[src/rtl/uart_rx.sv]
// rtl/uart_rx.sv - UART serial receiver with mid-bit sampling, parity/stop checking and sticky status
module uart_rx #(
    parameter int   CLKS_PER_BIT = 16,
    parameter logic PARITY_ODD   = 1'b0
) (
    input  logic       clk,
    input  logic       RST,
    input  logic       RX_IN,
    input  logic       UART_BITS,
    input  logic       UART_PARITY,
    input  logic       UART_READ,
    output logic [7:0] DATA_OUT_Rx,
    output logic       DATA_VALID,
    output logic       IRQ_Rx,
    output logic       PARITY_ERR,
    output logic       FRAME_ERR,
    output logic       OVERRUN
);
    localparam int CW = $clog2(CLKS_PER_BIT);
    localparam logic [CW-1:0] CNT_FULL = CW'(CLKS_PER_BIT - 1);
    localparam logic [CW-1:0] CNT_HALF = CW'(CLKS_PER_BIT / 2 - 1);

    localparam logic [2:0] S_IDLE   = 3'd0;
    localparam logic [2:0] S_START  = 3'd1;
    localparam logic [2:0] S_DATA   = 3'd2;
    localparam logic [2:0] S_PARITY = 3'd3;
    localparam logic [2:0] S_STOP   = 3'd4;

    logic          rx_meta_q, rx_meta_d, rx_s_q, rx_s_d, rx_prev_q, rx_prev_d;
    logic [2:0]    state_q, state_d;
    logic [CW-1:0] cnt_q, cnt_d;
    logic [2:0]    bit_q, bit_d;
    logic [7:0]    shift_q, shift_d;
    logic          bits8_q, bits8_d, par_en_q, par_en_d, pbad_q, pbad_d;
    logic [7:0]    data_q, data_d;
    logic          dv_q, dv_d, irq_q, irq_d, perr_q, perr_d, ferr_q, ferr_d, ovr_q, ovr_d;
    logic          tick;
    logic [7:0]    byte_now;

    assign tick     = (cnt_q == '0);
    // Bits enter at the MSB, so a 7-bit frame ends up in shift_q[7:1].
    assign byte_now = bits8_q ? shift_q : {1'b0, shift_q[7:1]};

    always_comb begin
        rx_meta_d = RX_IN;
        rx_s_d    = rx_meta_q;
        rx_prev_d = rx_s_q;
        state_d   = state_q;
        cnt_d     = cnt_q;
        bit_d     = bit_q;
        shift_d   = shift_q;
        bits8_d   = bits8_q;
        par_en_d  = par_en_q;
        pbad_d    = pbad_q;
        data_d    = data_q;
        dv_d      = dv_q;
        irq_d     = 1'b0;
        perr_d    = perr_q;
        ferr_d    = ferr_q;
        ovr_d     = ovr_q;
        if (UART_READ) begin
            dv_d  = 1'b0;
            ovr_d = 1'b0;
        end
        if (state_q != S_IDLE) begin
            cnt_d = tick ? CNT_FULL : cnt_q - 1'b1;
        end
        case (state_q)
            S_IDLE: begin
                if (!rx_s_q && rx_prev_q) begin
                    state_d  = S_START;
                    cnt_d    = CNT_HALF;
                    bit_d    = '0;
                    bits8_d  = UART_BITS;
                    par_en_d = UART_PARITY;
                    pbad_d   = 1'b0;
                end
            end
            S_START: begin
                if (tick) state_d = rx_s_q ? S_IDLE : S_DATA;
            end
            S_DATA: begin
                if (tick) begin
                    shift_d = {rx_s_q, shift_q[7:1]};
                    bit_d   = bit_q + 3'd1;
                    if (bit_q == (bits8_q ? 3'd7 : 3'd6)) begin
                        state_d = par_en_q ? S_PARITY : S_STOP;
                    end
                end
            end
            S_PARITY: begin
                if (tick) begin
                    pbad_d  = ((^byte_now) ^ rx_s_q) != PARITY_ODD;
                    state_d = S_STOP;
                end
            end
            S_STOP: begin
                // Frame completion takes priority over a coincident host read.
                if (tick) begin
                    data_d  = byte_now;
                    perr_d  = par_en_q & pbad_q;
                    ferr_d  = ~rx_s_q;
                    dv_d    = 1'b1;
                    ovr_d   = UART_READ ? 1'b0 : (ovr_q | dv_q);
                    irq_d   = 1'b1;
                    state_d = S_IDLE;
                end
            end
            default: state_d = S_IDLE;
        endcase
    end

    // Synchronizer resets low so a line held low through reset is not taken as a start edge.
    always_ff @(posedge clk or negedge RST) begin
        if (!RST) begin
            rx_meta_q <= 1'b0;
            rx_s_q    <= 1'b0;
            rx_prev_q <= 1'b0;
            state_q   <= S_IDLE;
            cnt_q     <= '0;
            bit_q     <= '0;
            shift_q   <= '0;
            bits8_q   <= 1'b0;
            par_en_q  <= 1'b0;
            pbad_q    <= 1'b0;
            data_q    <= '0;
            dv_q      <= 1'b0;
            irq_q     <= 1'b0;
            perr_q    <= 1'b0;
            ferr_q    <= 1'b0;
            ovr_q     <= 1'b0;
        end else begin
            rx_meta_q <= rx_meta_d;
            rx_s_q    <= rx_s_d;
            rx_prev_q <= rx_prev_d;
            state_q   <= state_d;
            cnt_q     <= cnt_d;
            bit_q     <= bit_d;
            shift_q   <= shift_d;
            bits8_q   <= bits8_d;
            par_en_q  <= par_en_d;
            pbad_q    <= pbad_d;
            data_q    <= data_d;
            dv_q      <= dv_d;
            irq_q     <= irq_d;
            perr_q    <= perr_d;
            ferr_q    <= ferr_d;
            ovr_q     <= ovr_d;
        end
    end

    assign DATA_OUT_Rx = data_q;
    assign DATA_VALID  = dv_q;
    assign IRQ_Rx      = irq_q;
    assign PARITY_ERR  = perr_q;
    assign FRAME_ERR   = ferr_q;
    assign OVERRUN     = ovr_q;
endmodule

[config.mk]
export PLATFORM = sky130hd
export DESIGN_NAME = uart_rx
export DESIGN_NICKNAME = d
export VERILOG_FILES = /design/src/rtl/uart_rx.sv
export SDC_FILE = /design/constraint.sdc
export NUM_CORES = 1
export LEC_CHECK = 0
export ABC_AREA = 1
export BUFFER_PORTS_ARGS = -buffer_cell sky130_fd_sc_hd__clkbuf_2
export CORE_MARGIN = 4
export CORE_UTILIZATION = 40
export CTS_CLUSTER_SIZE = 14
export DETAILED_ROUTE_END_ITERATION = 6
export GPL_TIMING_DRIVEN = 0
export PLACE_DENSITY = 0.67
export REMOVE_ABC_BUFFERS = 1
export SLEW_MARGIN = 10
export SYNTH_ARGS = -nofsm -noshare
export SYNTH_HDL_FRONTEND = slang
export SYNTH_SLANG_ARGS = --single-unit
[constraint.sdc]
create_clock -name clk -period 3.65 [get_ports clk]
set_input_delay 0.1825 -clock clk [delete_from_list [all_inputs] [get_ports clk]]
set_output_delay 0.1825 -clock clk [all_outputs]
set_load 0.005 [all_outputs]
# After elaboration in Yosys (flattened, before gate mapping)
# Cells that the tools add are included.
# W data, S select, Z words.
# word_totals
regBits	37
out_inout_bits	13
input_bits	6
wordCells	77
# op_classes
n_bitwise	4
n_eq_ne	11
add_sub_neg	2
mux	30
n_reduce_logical	14
# op_table
op	count
$mux W3	9
$mux W4	4
$pmux W3 S5	1
$mux W1	12
$ne A2 B2 Y1 const B	6
$mux W8	1
$reduce_xor A8 Y1	1
$eq A3 B2 Y1 const B	2
$pmux W3 S2	1
$reduce_and A2 Y1	3
$reduce_and A3 Y1	2
$reduce_and A6 Y1	1
$logic_not A4 Y1	1
$reduce_bool A2 Y1	2
$sub A4 B1 Y4 const B	1
$add A3 B1 Y3 const B	1
$eq A3 B1 Y1 const B	1
$eq A3 B3 Y1	1
$eq A3 B3 Y1 const B	1
$logic_not A3 Y1	1
$reduce_bool A3 Y1	1
$mux W2	1
$pmux W1 S2	1
$and A1 B1 Y1	1
5 further kinds	5

# Logic depth before layout (Yosys ltp)
# logic_depth
ltp_word	5
ltp_mapped	14

# Least setup slack after synthesis
# No wires, ideal clock.
# synth_timing
path_kind	flip-flop to flip-flop
startpoint	register cnt_q[0]
endpoint	register state_q[1]
period_less_slack_ns	1.364
setup_time_ns	0.122
slack_ns	2.286
stages_incl_launch_ff	10
path_buffers	0
t_arrival_ns	1.242
path_cell_list	dfrtp_1 inv_1 ha_1 nand3_4 inv_1 o21ai_0 inv_1 nand3_2 nor2_1 a21oi_1
# synth_via
elab_chain_len	3
# synth_rtl
element	line_no	rtl
start, declared	31	logic [CW-1:0] cnt_q, cnt_d;
start signal, assigned	137	cnt_q <= cnt_d;
$logic_not A4 Y1 *	40	assign tick = (cnt_q == '0);
$ne A2 B2 Y1 (no source line)	-	
$reduce_and A6 Y1 (no source line) *	-	
end signal, assigned	136	state_q <= state_d;
end, declared	30	logic [2:0] state_q, state_d;
# Mark *: on every way between the ends. The rest lies on a longest branch, timed or not.
# A chain may end at the register's enable or synchronous reset.

# Worst setup path after layout
# layout_timing
startpoint	register bits8_q
endpoint	register pbad_q
# layout_via
elab_chain_len	5
# layout_rtl
element	line_no	rtl
start, declared	34	logic bits8_q, bits8_d, par_en_q, par_en_d, pbad_q, pbad_d;
start signal, assigned	140	bits8_q <= bits8_d;
$mux W8	42	assign byte_now = bits8_q ? shift_q : {1'b0, shift_q[7:1]};
$reduce_xor A8 Y1	93	pbad_d = ((^byte_now) ^ rx_s_q) != PARITY_ODD;
$xor A1 B1 Y1	93	
$mux W1	92	if (tick) begin
$pmux W1 S2	68	case (state_q)
end signal, assigned	142	pbad_q <= pbad_d;
end, declared	34	
# No other way between the ends. The select of a mux whose other input is x is not followed.

==> results_dict.tcl <==
set metrics [dict create \
    cap_violations 0 \
    clock.fmax_ghz 0.6199 \
    antenna_found_initial 0 \
    synth.distinct_cells 28 \
    drive_gt1_share_pct 20.85 \
    syn_area_um2 1969 \
    synth-edff-count 0 \
    grt_setup_unrepaired "no" \
    final-setup-viol-count 0 \
    yosysMostFrequentCell "nand2_1" \
    endpoint_kind "flip-flop" \
    grtUsageMet3_pct 3.440 \
    cts-root-buf "clkbuf_8" \
    vdd_ir_drop_max_uv 201.2 \
    async_flop_share_pct 100.0 \
    fin_crit_sh_pct 44.20 \
    dpl.hpwl_um 2498 \
    reg2reg_slack_ns 2.04 \
    wl_per_cell_um 10.48 \
    cts.sinks 37 \
    synth_commonest_cells "nand2_1 (90), dfrtp_1 (37), inv_1 (23)" \
    cp_max_fo 16 \
    grt_overflow_total 0 \
    worst_slew_pin_slew_ns 0.9242 \
    num_rows 25 \
    dr.pass1.iters 4 \
    fin_crit_ns 1.613 \
    finalMaxSlewViolations 0 \
    coreArea_um2 4755 \
    post_cts_resized 0 \
    h-tree-depth 2 \
    rr_endpoint "pbad_q$_DFFE_PN0P_" \
    num_vias 1481 \
    fin_nets 266 \
    yosys.area.top_type "dfrtp_1" \
    worstSetupPathType "reg2reg" \
    synth_top_area_share_pct 47.01 \
    clock_skew_ns 0.007913 \
    cts_tree "done" \
    portBuffers 18 \
    die_area_um2 6110 \
    grt_max_degree 38 \
    syn_avg_cell_area_um2 8.275 \
    rr_worst_depth 11 \
    dieHeight_um 78.17 \
    numCtsBuffers 5 \
    clk_path_buf_depth 2 \
    grt_pass1_vias 1351 \
    drc_errors 0 \
    drtIter0Drc 91 \
    fin_setup_tns_ns 0 \
    place_congestion 0.7806 \
    die_w_um 78.17 \
    worstPathRequired_ns 3.83 \
    r2r-start "bits8_q$_DFFE_PN0P_" \
    grt_util_met1_pct 16.23 \
    yosysWarnings 0 \
    fin_util_pct 45.97 \
    fillers 482 \
    hold_viol 0 \
    synth_ff_type "dfrtp_1" \
    worst_setup_path_start_kind "flip-flop" \
    drt-total-wl_um 3416 \
    n_antenna_cell 0 \
    synth_area_leaders "dfrtp_1 (47%), nand2_1 (17%), o21ai_0 (5.3%)" \
    syn_to_final_growth_pct 10.99 \
    clock_insertion_delay_worst_skew_ns 0.29 \
    use_met2_pct 19.69 \
    leakagePower_uw 0.001127 \
    grt_usage_pct 12.38 \
    maxSlewHeadroom_pct 38.39 \
    cp.arrival_ns 1.79 \
    start_util_pct 41.42 \
    synthCells 238 \
    io_pins 19 \
    top_usage_layer "met2" \
    drtAntennaViolNets 0 \
    power.density_nw_per_um2 721.2 \
    grt_pass1_wl_um 6044 \
    worst_hold_path_type "in2async" \
    vias_per_cell 4.543 \
    synth-seq-cells 37 \
    path_clk_slew_ns 0.07 \
    status "complete, no violations" \
    ys_seq_area_share_pct 47.01 \
]
## logic make-up after synthesis
family                     Yosys count  share of synthesized area, %
AOI/OAI and AO/OA                   36                         10.29
adders and majority gates            2                         1.270
and+or+nand+nor                    125                         29.92
xor gates and xnor gates             3                         1.334
DFF                                 37                         47.01
buffers and inverters               35                         10.17
## registers in the layout, summed over array words and instances (netlist names), 3 cells and up
signal,count
cnt_q,4
DATA_OUT_Rx,8
shift_q,8
state_q,3
bit_q,3
## layer usage
layer  vias to the layer above  part of all wire [%]
met1                       662                    50
met3                         4                   4.3
met4                         0                   1.1
li1                        784                     -
met2                        31                    44
met5                         -                     0
## area by class of cell
class                      instances  area (um2)  share of cell area, %
sequential                        37       925.9                  42.36
tap                               67       83.83                  3.835
clock inverter                     1       30.03                  1.374
timing repair buffer              19       100.1                  4.579
clock buffer                       7       86.33                  3.950
multi-input combinational        166       843.3                  38.58
inverter                          29       116.4                  5.323
## per-stage QoR
step / setup WS (ns) / power [uW] / std cells / hold slack, ns / instance area (um2)
global placement: 2.019 / 1215 / 317 / 0.3014 / 2059
detailed placement: 2.033 / 1229 / 317 / 0.2997 / 2059
floorplan: 2.255 / 1083 / 232 / -0.1131 / 1886
global route: 1.836 / 1720 / 326 / 0.04326 / 2186
CTS: 2.026 / 1598 / 326 / 0.04451 / 2186
finish: 2.037 / 1576 / 326 / 0.01741 / 2186
## what timing repair did
item                                   4_1_cts  5_1_grt
hold buffers                                 1        0
endpoints found under the hold margin        1        0
buffers inserted                             0        0
## worst max path at each step
stage                         from                  to  slack [ns]  cells past startpoint
2_1_floorplan  bits8_q$_DFFE_PN0P_  pbad_q$_DFFE_PN0P_        2.26                     11
3_3_place_gp   bits8_q$_DFFE_PN0P_  pbad_q$_DFFE_PN0P_        2.02                     11
3_5_place_dp   bits8_q$_DFFE_PN0P_  pbad_q$_DFFE_PN0P_        2.03                     11
4_1_cts        bits8_q$_DFFE_PN0P_  pbad_q$_DFFE_PN0P_        2.03                     11
5_1_grt        bits8_q$_DFFE_PN0P_  pbad_q$_DFFE_PN0P_        1.84                     11
6_report       bits8_q$_DFFE_PN0P_  pbad_q$_DFFE_PN0P_        2.04                     11
## worst max-delay path, cell delays in order (launching register included)
cell and delay, ns:
dfrtp_1 0.75, inv_8 0.12, nand2_1 0.09, nand2_1 0.10, nand2_1 0.08, nand2_1 0.04, nand2_1 0.06, nand2_1 0.07
nand3_1 0.07, nand2_1 0.05, nand2_1 0.05, nand2_1 0.04
## report_power, final
group / switching (uW) / internal [uW] / total (uW)
registers: 117 / 511 / 628
logic: 373 / 216 / 589
clock network: 137 / 223 / 360
total: 627 / 950 / 1580
## cell usage in the layout, fill, tap and decap left out, types with 2 or more instances in the layout
master / instances
nor2_1: 4
clkbuf_2: 18
nor2_4: 2
ha_1: 2
o21ai_2: 2
inv_2: 5
a21oi_1: 4
nand2_1: 90
inv_1: 23
clkbuf_8: 6
o21ai_1: 4
o21ai_0: 21
nand3_1: 11
nor2_2: 2
nand3_2: 2
nand2_2: 10
o22ai_1: 3
xnor2_1: 2
dfrtp_1: 37
(Power assumes the default switching activity.)
